$ cat src/rtl/booth_pkg.sv
// Shared constants and types for the radix-4 Booth partial-product accumulator.
package booth_pkg;

    localparam int PP_W           = 36;
    localparam int RES_W          = 64;
    localparam int NUM_PP_DEFAULT = 17;

    typedef enum logic [1:0] {
        IDLE  = 2'd0,
        ACCUM = 2'd1,
        DONE  = 2'd2
    } state_t;

    localparam logic [1:0] TAIL_NONE = 2'b00;
    localparam logic [1:0] TAIL_NEG  = 2'b01;

endpackage

$ cat src/rtl/booth_row_align.sv
// Maps one encoded partial-product row to its 64-bit addend at the row's weight.
module booth_row_align
    import booth_pkg::*;
#(
    parameter int NUM_PP = NUM_PP_DEFAULT
) (
    input  logic [PP_W-1:0]           pp_data_i,
    input  logic [1:0]                pp_tail_i,
    input  logic [$clog2(NUM_PP)-1:0] row_idx_i,
    input  logic                      is_last_i,
    output logic [RES_W-1:0]          aligned_o
);

    localparam int SH_W     = $clog2(RES_W);
    localparam int TAIL_OFS = 2 * (NUM_PP - 1);

    logic [SH_W-1:0]  shift;
    logic [RES_W-1:0] row_ext;
    logic [RES_W-1:0] tail_ext;

    // Rows 1.. carry the previous row's +1 in bits [1:0], so they sit two bits lower.
    always_comb begin
        shift = '0;
        if (row_idx_i != '0) begin
            shift = SH_W'((32'(row_idx_i) - 32'd1) * 2);
        end
    end

    assign row_ext   = RES_W'(pp_data_i) << shift;
    assign tail_ext  = is_last_i ? (RES_W'(pp_tail_i) << TAIL_OFS) : '0;
    assign aligned_o = row_ext + tail_ext;

endmodule

$ cat src/rtl/booth_pp_accum.sv
// Accumulates NUM_PP aligned Booth rows into a 64-bit product on a valid/ready stream.
//   state | meaning
//   IDLE  | acc and row count zero, waiting for row 0
//   ACCUM | rows 1..NUM_PP-1 being summed
//   DONE  | product held on res_data until consumed
module booth_pp_accum
    import booth_pkg::*;
#(
    parameter int NUM_PP = NUM_PP_DEFAULT
) (
    input  logic             clk,
    input  logic             rst_n,
    input  logic             clear,
    input  logic             pp_valid,
    output logic             pp_ready,
    input  logic [PP_W-1:0]  pp_data,
    input  logic [1:0]       pp_tail,
    input  logic             pp_last,
    output logic             res_valid,
    input  logic             res_ready,
    output logic [RES_W-1:0] res_data,
    output logic             err_seq
);

    localparam int CNT_W = $clog2(NUM_PP);

    state_t           state_q;
    logic [CNT_W-1:0] cnt_q;
    logic [RES_W-1:0] acc_q;
    logic [RES_W-1:0] acc_d;
    logic [RES_W-1:0] addend;
    logic             pp_ready_q;
    logic             res_valid_q;
    logic             err_q;
    logic             is_last;
    logic             accept;

    assign is_last = (cnt_q == CNT_W'(NUM_PP - 1));
    assign accept  = pp_valid && pp_ready_q;

    booth_row_align #(
        .NUM_PP(NUM_PP)
    ) u_align (
        .pp_data_i(pp_data),
        .pp_tail_i(pp_tail),
        .row_idx_i(cnt_q),
        .is_last_i(is_last),
        .aligned_o(addend)
    );

    assign acc_d = acc_q + addend;

    always_ff @(posedge clk or negedge rst_n) begin
        if (!rst_n) begin
            state_q     <= IDLE;
            cnt_q       <= '0;
            acc_q       <= '0;
            pp_ready_q  <= 1'b1;
            res_valid_q <= 1'b0;
            err_q       <= 1'b0;
        end else if (clear) begin
            state_q     <= IDLE;
            cnt_q       <= '0;
            acc_q       <= '0;
            pp_ready_q  <= 1'b1;
            res_valid_q <= 1'b0;
        end else begin
            case (state_q)
                IDLE, ACCUM: begin
                    if (accept) begin
                        acc_q <= acc_d;
                        if (pp_last != is_last) begin
                            err_q <= 1'b1;
                        end
                        // The row count alone ends a product; pp_last only flags errors.
                        if (is_last) begin
                            state_q     <= DONE;
                            cnt_q       <= '0;
                            pp_ready_q  <= 1'b0;
                            res_valid_q <= 1'b1;
                        end else begin
                            state_q <= ACCUM;
                            cnt_q   <= cnt_q + 1'b1;
                        end
                    end
                end
                DONE: begin
                    if (res_ready) begin
                        state_q     <= IDLE;
                        acc_q       <= '0;
                        pp_ready_q  <= 1'b1;
                        res_valid_q <= 1'b0;
                    end
                end
                default: begin
                    state_q     <= IDLE;
                    cnt_q       <= '0;
                    acc_q       <= '0;
                    pp_ready_q  <= 1'b1;
                    res_valid_q <= 1'b0;
                end
            endcase
        end
    end

    assign pp_ready  = pp_ready_q;
    assign res_valid = res_valid_q;
    assign res_data  = acc_q;
    assign err_seq   = err_q;

endmodule

$ cat config.mk
export PLATFORM = sky130hd
export DESIGN_NAME = booth_pp_accum
export DESIGN_NICKNAME = d
export VERILOG_FILES = /design/src/rtl/booth_pkg.sv /design/src/rtl/booth_row_align.sv /design/src/rtl/booth_pp_accum.sv
export SDC_FILE = /design/constraint.sdc
export NUM_CORES = 1
export LEC_CHECK = 0
export BUFFER_PORTS_ARGS = -buffer_cell sky130_fd_sc_hd__buf_2
export CAP_MARGIN = 20
export CORE_UTILIZATION = 45
export DETAILED_ROUTE_END_ITERATION = 8
export HOLD_SLACK_MARGIN = 0.15
export PLACE_DENSITY = 0.64
export SYNTH_ARGS = -nofsm -noshare
export SYNTH_HDL_FRONTEND = slang
export SYNTH_HIERARCHICAL = 1
export SYNTH_SLANG_ARGS = --single-unit
$ cat constraint.sdc
create_clock -name clk -period 10.9 [get_ports clk]
set_input_delay 1.635 -clock clk [delete_from_list [all_inputs] [get_ports clk]]
set_output_delay 1.635 -clock clk [all_outputs]
set_load 0.1 [all_outputs]
==> results by group <==
Global routing
  • Grt ovf: 0
  • Vias in the first global route: about 11k
  • Largest net degree at the start of global routing: 81
  • First-pass GRT wire length: around 60000 µm
  • Initial antenna violation count: 1
  • Global-route usage over all layers: 0.310

Route
  • Routed Antenna Nets: 0
  • WL per Instance: between 20 and 25 µm
  • Routed WL: between 30000 and 40000 µm
  • Vias per cell: 6.47
  • Initial DRC count: ~1.2k
  • TritonRoute pass-1 iters: 6
  • Via count: 11.5k
  • DRC: 0

Floorplanning
  • Die area: about 24000 µm²
  • Die Span Y: roughly 160 µm
  • Initial core utilization: 0.459
  • Num rows: 56
  • Ports: roughly 110
  • Core area: roughly 23000 µm²
  • DIE WIDTH: between 150 and 200 µm

STA
  • Final hold violations: 0
  • Skew final: ~0.010 ns
  • Setup_tns: 0 ns
  • Final setup viols: 0
  • Max Clock Freq: 116 MHz
  • Worst slew margin: 0.129
  • Hold_ws: about 0.45 ns
  • Slew @ Worst Pin: around 1.3 ns
  • Final Critical Period: 8.60 ns
  • Final cycle utilization of the critical path: 0.789
  • Max-slew violation count: 0
  • RSZ-0062 raised after global routing: false

Logic synthesis
  • Warnings, synthesis: 6
  • Distinct cells, synth: 110
  • Number of flops mapped to enable cells by yosys: 0
  • Syn Std Cell Area: 10700 µm²
  • Syn_nets: 1529
  • Synth top area share: 0.170
  • Sequential element share of the synthesized area: 0.173
  • Post-synthesis register bit count: 74
  • Mean post-synth cell area: 7.58 µm²
  • Mapped Cells: 1415
  • Cell taking the most area after synthesis: dfrtp_1
  • Ranking of synthesized cells by area: dfrtp_1, ha_1, nand2_1, o21ai_0, a21oi_1
  • Most common flop cell mapped by yosys: dfrtp_1
  • Async SR Flop Fraction: 1.00

CTS
  • CTS tree: done
  • Cts-stage hold buffer count: 0
  • Clock Tree Buf Depth: 2
  • Num CTS Buffers: 9
  • Worst-Skew Late Latency: between 0.3 and 0.4 ns
  • TritonCTS Sinks: between 70 and 80
  • Clock slew at reported path FFs: 0.07 ns
  • H-Tree Depth: 3
  • CTS root buffer: clkbuf_16
  • Postcts setup bufs: 0
  • CTS-repair resized insts: 0

Pwr
  • Power Dens Cells: 263 nW/µm²
  • Switching part of the total: 0.595
  • Sequential share of power: 0.138
  • Int Power: 1230 µW
  • Clk pwr share: 0.119
  • Combinational share of power: 0.743
  • Worst vdd ir: 0.295 mV
  • Leak: slightly above 0.005 µW
  • Psw: between 1500 and 2000 µW

Hold path
  • Worst Hold Class: reg -> reg
  • Hold path start: err_seq

Worst setup path
  • Critical path's top delay family: compound AO/OA/AOI/OAI gates
  • Worst Setup Start Kind: flop
  • Slowest-stage cell, CP: ha_2
  • Max Fanout on Critical Path: 80
  • WS Path Type: reg -> reg
  • Worst path bufs/invs: 3
  • Crit path DAT: ~8.8 ns
  • CP endpoint kind: flop
  • CP startpoint: cnt_q[0]
  • Reg2reg start: cnt_q[0]
  • Worst endpoint required time: ~11 ns
  • Largest stage delay, worst path: ~0.97 ns

Placed design
  • Port-buffer cells: 110
  • GPL Wtd Cong: between 0.9 and 1
  • Post-DP HPWL: 28600 µm

Layout
  • Layout cell share with drive strength beyond 1: 0.156
  • Nets@finish: between 1.5k and 2k
  • Area Growth Syn to Fin: 7.54%

Flow run
  • Max-cap viol count: 0

Status
  • Status: finished, final reports clean
[cells in the mapped netlist, drive strengths merged, types with 19 or more instances]
cell type,count
dfrtp,73
nor3,39
nand2,162
inv,27
xnor2,35
nor2,117
xor2,54
mux2i,20
a21oi,105
o31ai,19
buf,56
and2,29
clkbuf,38
nand3,37
a211oi,31
a21o,47
o21ai,130
ha,68
[metrics by stage]
step           area, µm²  instances  total power (µW)  utilization  worst slack [ns]
6_report           11500       1779              3030        0.493              2.30
5_1_grt            11500       1778              3210        0.493              1.69
4_1_cts            11500       1778              3000        0.493              2.46
3_5_place_dp       11200       1762              2620        0.478              2.50
3_3_place_gp       11200       1762              2620        0.478              2.76
2_1_floorplan      10700       1415              2230            -              3.96
[worst reg2reg max path, stage by stage (launching register included)]
cell      delay (ns)
dfrtp_2         0.34
buf_4           0.60
inv_1           0.59
ha_2            0.98
buf_4           0.48
nand2_1         0.26
o21ai_0         0.55
a21oi_1         0.17
or2_2           0.33
o22ai_1         0.35
ha_1            0.21
a21oi_1         0.10
or3_1           0.41
or4b_4          0.65
nor4b_2         0.31
xor2_1          0.21
ha_1            0.32
a21o_1          0.22
a21o_1          0.18
a21oi_1         0.26
o21bai_1        0.10
a21o_1          0.18
a21o_1          0.17
a21oi_1         0.20
nand3_1         0.10
a32o_1          0.25
[sequential cells by signal, indices dropped and copies added (netlist names)]
| name | count |
|---|---|
| res_data | 64 |
| res_valid | 1 |
| state_q | 2 |
| err_seq | 1 |
| pp_ready | 1 |
| cnt_q | 5 |
[routing by layer]
layer	wire length, µm	share of wire	track usage
met4	1990	0.052	0.169
met5	13	0.00034	0
met1	15800	0.42	0.394
met2	17200	0.45	0.500
met3	2960	0.078	0.0498
[cells in the final DEF, fill, tap and decap left out, types with 17 or more instances in the layout]
master / netlist / routed
o21ai_0: 121 / 121
buf_2: 26 / 109
xnor2_1: 34 / 34
ha_1: 68 / 67
xor2_1: 54 / 54
a21oi_1: 103 / 101
nor3_1: 37 / 36
dfrtp_1: 73 / 72
inv_1: 27 / 27
nor2_1: 116 / 116
and2_1: 24 / 24
o31ai_1: 17 / 17
nand4_1: 18 / 18
buf_4: 14 / 20
mux2i_1: 20 / 20
nand3_1: 37 / 37
nand2_1: 162 / 162
a31oi_1: 18 / 18
a21o_1: 41 / 41
a211oi_1: 28 / 28
[cell families after synthesis]
kind of cell	Yosys count	share of synthesized area
DFF	74	0.173
AOI/OAI and AO/OA	521	0.333
xor gates and xnor gates	89	0.0733
muxes	29	0.0281
adders and majority gates	70	0.0830
buffers and inverters	128	0.0725
and+or+nand+nor	504	0.238
[area by class of cell]
cell class	instances	area [µm²]
clock buffers	10	239
inverters	27	101
flip-flops and latches	74	1850
diodes	1	2.50
well taps	319	399
clock inverters	6	113
fillers	2408	11900
repair buffers	129	696
multi-input cells	1213	8140
[final timing paths]
path / slack [ns] / cells past startpoint / to
worst max-delay path: 2.30 / 25 / res_data[62]
worst min-delay path: 0.45 / 1 / err_seq
worst max register to register: 2.30 / 25 / res_data[62]
worst min register to register: 0.45 / 1 / err_seq
max in group asynchronous: 8.76 / 2 / res_data[24]
min in group asynchronous: 1.24 / 1 / res_data[52]
[power by group through the flow]
stage	sequential (µW)	clock (µW)	combinational, µW
after detailed placement	422	0	2200
after global placement	422	0	2190
after global routing	428	380	2400
after floorplan	900	0	1320
after CTS	418	370	2210
final	418	362	2250
Power figures use the tool's default switching activity.
